[src/rtl/dll_pkg.sv]
// Shared types and helpers for the transmit-side data-link-layer sequencer.
package dll_pkg;

  // Sequence numbers are 12 bits; every sequence comparison wraps at 4096.
  localparam int SEQ_BITS = 12;

  // DLLP type codes carried on dllp_type; all other codes are ignored.
  localparam logic [1:0] DLLP_ACK = 2'b01;
  localparam logic [1:0] DLLP_NAK = 2'b10;

  // Sequencer states: normal transmit, replay readout, waiting on link retrain.
  typedef enum logic [1:0] {
    ST_SEND    = 2'd0,
    ST_REPLAY  = 2'd1,
    ST_RETRAIN = 2'd2
  } tx_state_t;

  // Forward distance from b to a, modulo 4096.
  function automatic logic [SEQ_BITS-1:0] seq_dist(input logic [SEQ_BITS-1:0] a,
                                                   input logic [SEQ_BITS-1:0] b);
    return a - b;
  endfunction

endpackage

[src/rtl/replay_timer.sv]
// Replay timer: counts enabled cycles and emits a one-cycle expiry pulse
// on the LIMIT-th enabled cycle, then restarts from zero. Clear has priority.
module replay_timer #(
  parameter int LIMIT = 711
) (
  input  logic clk,
  input  logic reset_n,
  input  logic clear_i,
  input  logic en_i,
  output logic expire_o
);

  localparam int CNT_W = $clog2(LIMIT + 1);
  localparam logic [CNT_W-1:0] LAST = CNT_W'(LIMIT - 1);

  logic [CNT_W-1:0] cnt_q, cnt_d;

  // Next count and expiry decode.
  always_comb begin
    cnt_d    = cnt_q;
    expire_o = 1'b0;
    if (clear_i) begin
      cnt_d = '0;
    end else if (en_i) begin
      if (cnt_q == LAST) begin
        cnt_d    = '0;
        expire_o = 1'b1;
      end else begin
        cnt_d = cnt_q + CNT_W'(1);
      end
    end
  end

  // Count register.
  always_ff @(posedge clk or negedge reset_n) begin
    if (!reset_n) cnt_q <= '0;
    else          cnt_q <= cnt_d;
  end

endmodule

[src/rtl/dll_tx_seq_ctrl.sv]
// Transmit-side DLL sequencer: numbers outgoing TLP words, writes them to the
// replay buffer, retires them on ACK, replays on NAK or timer expiry and
// escalates to link retrain once the replay budget is spent.
//
// Handshake: a TLP word transfers on any rising edge where tlp_valid and
// tlp_ready are both high; tlp_ready never depends on tlp_valid, and the
// transferred word appears on the replay-buffer write port one cycle later.
module dll_tx_seq_ctrl
  import dll_pkg::*;
#(
  parameter int DATA_W             = 64,
  parameter int SEQ_W              = SEQ_BITS,
  parameter int DEPTH              = 1024,
  parameter int REPLAY_TIMER_LIMIT = 711,
  parameter int REPLAY_NUM_MAX     = 3
) (
  input  logic              clk,
  input  logic              reset_n,
  input  logic              tlp_valid,
  input  logic [DATA_W-1:0] tlp_data,
  output logic              tlp_ready,
  input  logic              dllp_valid,
  input  logic [1:0]        dllp_type,
  input  logic [SEQ_W-1:0]  dllp_seq,
  input  logic              retrain_done,
  output logic              rb_we,
  output logic [SEQ_W-1:0]  rb_seq,
  output logic [DATA_W-1:0] rb_din,
  output logic [1:0]        rb_ack_nak,
  output logic              rb_timeout,
  output logic              retrain_req,
  output logic              replay_active,
  output logic [10:0]       unacked,
  output logic [1:0]        dbg_state,
  output logic [1:0]        dbg_replay_num
);

  localparam logic [SEQ_W-1:0] DEPTH_S = SEQ_W'(DEPTH);
  localparam logic [1:0]       RN_MAX  = 2'(REPLAY_NUM_MAX);

  tx_state_t         state_q, state_d;
  logic [SEQ_W-1:0]  next_seq_q, next_seq_d;
  logic [SEQ_W-1:0]  ackd_seq_q, ackd_seq_d;
  logic [SEQ_W-1:0]  rp_q, rp_d;
  logic [1:0]        replay_num_q, replay_num_d;
  logic              pend_valid_q, pend_valid_d;
  logic [1:0]        pend_type_q, pend_type_d;
  logic [SEQ_W-1:0]  pend_seq_q, pend_seq_d;
  logic              rb_we_q, rb_we_d;
  logic [SEQ_W-1:0]  rb_seq_q, rb_seq_d;
  logic [DATA_W-1:0] rb_din_q, rb_din_d;
  logic [1:0]        rb_ack_nak_q, rb_ack_nak_d;
  logic              rb_timeout_q, rb_timeout_d;
  logic              retrain_req_q, retrain_req_d;
  logic              replay_active_q, replay_active_d;

  logic [SEQ_W-1:0]  unacked_full;
  logic              accept;
  logic              live_dllp;
  logic              ev_valid;
  logic [1:0]        ev_type;
  logic [SEQ_W-1:0]  ev_seq;
  logic [SEQ_W-1:0]  ev_dist;
  logic              ev_ok;
  logic              ack_adv;
  logic              nak;
  logic              timer_clear;
  logic              timer_en;
  logic              timer_expire;
  logic              timeout_ev;
  logic              escalate;

  // Event decode: outstanding count, TLP accept, DLLP selection/validation, timer control.
  always_comb begin
    unacked_full = seq_dist(next_seq_q, ackd_seq_q + SEQ_W'(1));
    tlp_ready    = (state_q == ST_SEND) && (unacked_full < DEPTH_S);
    accept       = tlp_valid && tlp_ready;
    // Only ACK/NAK codes are worth acting on or parking in the pending slot.
    live_dllp    = dllp_valid && ((dllp_type == DLLP_ACK) || (dllp_type == DLLP_NAK));
    // A fresh DLLP is newer than anything parked, so it takes precedence.
    ev_valid     = live_dllp || pend_valid_q;
    ev_type      = live_dllp ? dllp_type : pend_type_q;
    ev_seq       = live_dllp ? dllp_seq  : pend_seq_q;
    ev_dist      = seq_dist(ev_seq, ackd_seq_q);
    ev_ok        = (state_q == ST_SEND) && ev_valid && (ev_dist <= unacked_full);
    ack_adv      = ev_ok && (ev_type == DLLP_ACK) && (ev_dist != '0);
    nak          = ev_ok && (ev_type == DLLP_NAK);
    timer_clear  = (state_q != ST_SEND) || (unacked_full == '0) || ack_adv;
    timer_en     = (state_q == ST_SEND);
    // A NAK in the same cycle absorbs the expiry into its own escalation.
    timeout_ev   = timer_expire && !nak;
    escalate     = nak || timeout_ev;
  end

  replay_timer #(
    .LIMIT (REPLAY_TIMER_LIMIT)
  ) u_replay_timer (
    .clk      (clk),
    .reset_n  (reset_n),
    .clear_i  (timer_clear),
    .en_i     (timer_en),
    .expire_o (timer_expire)
  );

  // Next-state and next-output computation for the sequencer FSM.
  always_comb begin
    state_d         = state_q;
    next_seq_d      = next_seq_q;
    ackd_seq_d      = ackd_seq_q;
    rp_d            = rp_q;
    replay_num_d    = replay_num_q;
    pend_valid_d    = pend_valid_q;
    pend_type_d     = pend_type_q;
    pend_seq_d      = pend_seq_q;
    rb_we_d         = 1'b0;
    rb_seq_d        = rb_seq_q;
    rb_din_d        = rb_din_q;
    rb_ack_nak_d    = 2'b00;
    rb_timeout_d    = 1'b0;
    retrain_req_d   = 1'b0;
    replay_active_d = 1'b0;

    case (state_q)
      ST_SEND: begin
        pend_valid_d = 1'b0;
        if (accept) begin
          rb_we_d    = 1'b1;
          rb_seq_d   = next_seq_q;
          rb_din_d   = tlp_data;
          next_seq_d = next_seq_q + SEQ_W'(1);
        end
        if (ack_adv) begin
          ackd_seq_d   = ev_seq;
          replay_num_d = '0;
        end
        if (nak) begin
          ackd_seq_d = ev_seq;
        end
        if (timeout_ev) begin
          rb_timeout_d = 1'b1;
        end
        if (escalate) begin
          if (replay_num_q == RN_MAX) begin
            state_d       = ST_RETRAIN;
            retrain_req_d = 1'b1;
          end else begin
            replay_num_d = replay_num_q + 2'd1;
            rp_d         = ackd_seq_d + SEQ_W'(1);
            // Nothing left to replay: stay in SEND rather than an empty REPLAY.
            if (rp_d != next_seq_d) state_d = ST_REPLAY;
          end
        end
      end

      ST_REPLAY: begin
        if (live_dllp) begin
          pend_valid_d = 1'b1;
          pend_type_d  = dllp_type;
          pend_seq_d   = dllp_seq;
        end
        rb_ack_nak_d    = DLLP_NAK;
        rb_seq_d        = rp_q;
        replay_active_d = 1'b1;
        if (rp_q == next_seq_q - SEQ_W'(1)) state_d = ST_SEND;
        else                                rp_d    = rp_q + SEQ_W'(1);
      end

      ST_RETRAIN: begin
        if (live_dllp) begin
          pend_valid_d = 1'b1;
          pend_type_d  = dllp_type;
          pend_seq_d   = dllp_seq;
        end
        retrain_req_d = 1'b1;
        if (retrain_done) begin
          retrain_req_d = 1'b0;
          replay_num_d  = '0;
          rp_d          = ackd_seq_q + SEQ_W'(1);
          state_d       = (rp_d != next_seq_q) ? ST_REPLAY : ST_SEND;
        end
      end

      default: begin
        state_d = ST_SEND;
      end
    endcase
  end

  // Sequencer state and registered outputs.
  always_ff @(posedge clk or negedge reset_n) begin
    if (!reset_n) begin
      state_q         <= ST_SEND;
      next_seq_q      <= '0;
      ackd_seq_q      <= '1;
      rp_q            <= '0;
      replay_num_q    <= '0;
      pend_valid_q    <= 1'b0;
      pend_type_q     <= '0;
      pend_seq_q      <= '0;
      rb_we_q         <= 1'b0;
      rb_seq_q        <= '0;
      rb_din_q        <= '0;
      rb_ack_nak_q    <= '0;
      rb_timeout_q    <= 1'b0;
      retrain_req_q   <= 1'b0;
      replay_active_q <= 1'b0;
    end else begin
      state_q         <= state_d;
      next_seq_q      <= next_seq_d;
      ackd_seq_q      <= ackd_seq_d;
      rp_q            <= rp_d;
      replay_num_q    <= replay_num_d;
      pend_valid_q    <= pend_valid_d;
      pend_type_q     <= pend_type_d;
      pend_seq_q      <= pend_seq_d;
      rb_we_q         <= rb_we_d;
      rb_seq_q        <= rb_seq_d;
      rb_din_q        <= rb_din_d;
      rb_ack_nak_q    <= rb_ack_nak_d;
      rb_timeout_q    <= rb_timeout_d;
      retrain_req_q   <= retrain_req_d;
      replay_active_q <= replay_active_d;
    end
  end

  assign rb_we          = rb_we_q;
  assign rb_seq         = rb_seq_q;
  assign rb_din         = rb_din_q;
  assign rb_ack_nak     = rb_ack_nak_q;
  assign rb_timeout     = rb_timeout_q;
  assign retrain_req    = retrain_req_q;
  assign replay_active  = replay_active_q;
  assign unacked        = unacked_full[10:0];
  assign dbg_state      = state_q;
  assign dbg_replay_num = replay_num_q;

endmodule

[config.mk]
export PLATFORM = sky130hd
export DESIGN_NAME = dll_tx_seq_ctrl
export DESIGN_NICKNAME = d
export VERILOG_FILES = /design/src/rtl/dll_pkg.sv /design/src/rtl/replay_timer.sv /design/src/rtl/dll_tx_seq_ctrl.sv
export SDC_FILE = /design/constraint.sdc
export NUM_CORES = 1
export LEC_CHECK = 0
export ABC_AREA = 1
export CAP_MARGIN = 20
export CORE_MARGIN = 4
export CORE_UTILIZATION = 50
export DETAILED_ROUTE_END_ITERATION = 10
export DONT_BUFFER_PORTS = 1
export GPL_TIMING_DRIVEN = 1
export PLACE_DENSITY = 0.64
export SLEW_MARGIN = 15
export SYNTH_ARGS = -nofsm -noshare
export SYNTH_HDL_FRONTEND = slang
export SYNTH_SLANG_ARGS = --single-unit
[constraint.sdc]
create_clock -name clk -period 4.6 [get_ports clk]
set_clock_uncertainty 0.15 [all_clocks]
set_input_delay 0.69 -clock clk [delete_from_list [all_inputs] [get_ports clk]]
set_output_delay 0.69 -clock clk [all_outputs]
set_load 0.005 [all_outputs]
==> metrics <==
RSZ-0062 raised after global routing true; final worst path period need 5.20 ns; pre-CTS setup slack -0.754 ns; P_int 6.63 mW; Post-synth ARST share 100%; Design Area, Final 12,600 um^2; # nets final 1,648; max-slew violations 0; simple-gate portion of the synthesized area 35.6%; Clk Latency, worst-skew pair 0.42 ns; run status finished, violations left; clock sink count 145; Ys Warns 0; Main synth FF type dfrtp_1; row count 50; mux contribution to synthesized area 0%; CP arrival 5.37 ns; Yosys reg bits 145; Crit. Startpoint ackd_seq_q[0]; HPWL Detailed 21.1 mm; final worst slack -0.598 ns; core footprint 18,900 um^2; CP dominant cell by count nand2_2; worst-case clock buffer depth 2; max cap viols 0; met3 usage 5.27%; Fin. Hold Viols 0; GRT busiest layer met2; post-synthesis compound-gate area fraction 7.61%; FILL cells 1,623; total CTS buffers 17; worst vdd ir 0.000480 V; GR met2 Demand/Resource 44.0%; largest net degree at the start of global routing 143; crit-path max FO 5; Root Buffer clkbuf_16; commonest non-fill, non-tap cell in the layout nand2_1; Ports 181; crit share post-route 113%; max_slew headroom 46.3%; antenna violations before repair 0; Total Wirelength 28.4 mm; crit end category flip-flop; Final setup viols 16; WL/cell 15.9 um; total congestion overflow 0; Residual DRC 0; Synth Area in XOR/XNOR 4.37%; CTS H-tree lvls 4; die span in x 147 um; Hold WC Path Type in2async; Critical Path RT 4.77 ns; RR Startpoint ackd_seq_q[0]; Placed Area 11,200 um^2; initial DRC count 607; Die ar. 21,700 um^2; register clock-pin slew on the reported worst setup and hold paths 0.07 ns; CTS tree done; Initial Util 51.4%; final std cells w/o fill 1,792; Syn Inst Count 1,350; register area share after synthesis 37.5%; Worst-Margin Slew 0.806 ns; first-pass GRT wire length 45.9 mm; Post-Syn Nets 1,479; Syn Std Cell Area 9700 um^2; Max Clk Rate 192 MHz; crit-path max cell delay 0.57 ns; fraction of layout cells with a size suffix above 1 27.3%; ant diodes 0; GRT Total Usage 26.1%; Leak 6.53 nW; vias in the first global route 9,124; DRT Pass-1 Iters 7; Flop pwr share 18.9%; clock share of power 11.6%; largest family of logic cells by synthesized area simple AND/OR/NAND/NOR gates; post-route ant nets 0; Post-Synth Adder-Cell Area 6.09%; Total Power 12.6 mW; critical path's slowest cell dfstp_2; startpoint types flip-flop; GRT met1 Usage 33.6%; Power Density 1000 nW/um^2; Yosys cell types 57; via count 9,277; most frequent cells in the layout nand2_1, buf_4, inv_1; area grow syn2layout 29.6%; detail-routed via count per cell 5.18; Die Ht 147 um; P_sw 5.94 mW; crit path kind reg2reg; failing checks setup timing; syn_area_per_cell 7.19 um^2; Inst Count DP 1,731; PortBufs 0; GP Congestion 0.943; switching portion of total power 47.3%; Post-synth EDFFs 0; Comb pwr share 69.5%
## final timing paths
check	cells after the start	slack, ns	to
setup / recovery	39	-0.60	rp_q[10]
max in group asynchronous	1	3.49	ackd_seq_q[11]
hold reg to reg	2	0.33	pend_seq_q[2]
setup reg to reg	39	-0.60	rp_q[10]
min in group clk	2	0.22	rb_din[32]
hold / removal	1	0.009	u_replay_timer.cnt_q[7]
## metal layers
layer	up-vias	share of wire, %
met5	-	0
li1	4610	-
met4	0	3.0
met1	4322	42
met3	59	4.9
met2	286	50
## metrics by stage
stage / utilization (%) / setup TNS, ns / hold WS, ns
detailed placement: 59.2 / -6.38 / 0.248
global placement: 59.2 / -4.45 / 0.248
floorplan: - / -1.67 / 0.244
CTS: 65.3 / -5.06 / 0.129
finish: 66.6 / -8.15 / 0.00890
global route: 66.6 / -15.79 / 0.140
## cell families (layout without fill, tap and decap cells)
| family | count (synthesis) | in the layout |
|---|---|---|
| flops | 145 | 145 |
| buf+inv | 206 | 388 |
| compound gates | 118 | 118 |
| other cells | 1 | 1 |
| fa+ha+maj | 46 | 46 |
| simple gates | 788 | 788 |
| xor+xnor | 46 | 46 |
## Yosys cell counts, types with 7 or more instances
cell type | number | share of area (%)
nor2_2 | 8 | 0.52
o21ai_2 | 12 | 1.1
nor2_1 | 77 | 3.0
xor2_1 | 35 | 3.2
ha_1 | 44 | 5.7
clkbuf_1 | 28 | 1.1
xnor2_1 | 9 | 0.81
nand3_1 | 79 | 4.1
nand3_2 | 13 | 1.3
nand2_1 | 515 | 20
nor3_1 | 16 | 0.83
a21oi_1 | 22 | 1.1
dfstp_2 | 12 | 3.2
buf_6 | 7 | 0.81
inv_1 | 146 | 5.6
inv_2 | 12 | 0.46
nand4_1 | 23 | 1.5
a31oi_1 | 17 | 1.1
o21ai_0 | 40 | 2.1
dfrtp_1 | 133 | 34
nand2_2 | 29 | 1.9
## power by group through the flow
| stage | logic [mW] | registers (mW) | clock network (mW) |
|---|---|---|---|
| 6_report | 8.74 | 2.38 | 1.45 |
| 5_1_grt | 9.67 | 2.44 | 1.54 |
| 4_1_cts | 8.33 | 2.38 | 1.48 |
| 3_5_place_dp | 7.55 | 2.38 | 0 |
| 3_3_place_gp | 7.42 | 2.37 | 0 |
| 2_1_floorplan | 4.81 | 2.24 | 0 |
## worst max-delay path: cells and delay by family (launching register included)
kind	cells	cell delay, ns
and+or+nand+nor	22	2.12
buffers and inverters	11	1.18
adders and majority gates	3	0.71
DFF	1	0.57
xor gates and xnor gates	1	0.17
AOI/OAI and AO/OA	2	0.16
## area by class of cell
class / count / area (um^2) / share of cell area, %
multi-input combinational: 999 / 5730 / 45.6
sequential: 145 / 3640 / 29.0
timing repair buffer: 196 / 1630 / 13.0
inverter: 160 / 626 / 4.97
clock buffer: 17 / 425 / 3.38
tap: 260 / 325 / 2.59
clock inverter: 15 / 195 / 1.55
## sequential cells by signal, summed over array words and instances, names as in the netlist, 2 cells and up
register	cells
ackd_seq_q	12
dbg_replay_num	2
dbg_state	2
next_seq_q	12
pend_seq_q	12
pend_type_q	2
rb_din	64
rb_seq	12
rp_q	12
u_replay_timer.cnt_q	10
## what timing repair did
action,CTS,global route
pin swaps,53,36
hold buffers,2,0
setup endpoints to repair,18,29
cloned,3,0
resized for setup,61,41
buffers inserted,19,8
hold endpoints to repair,142,0
(Power assumes the default switching activity.)
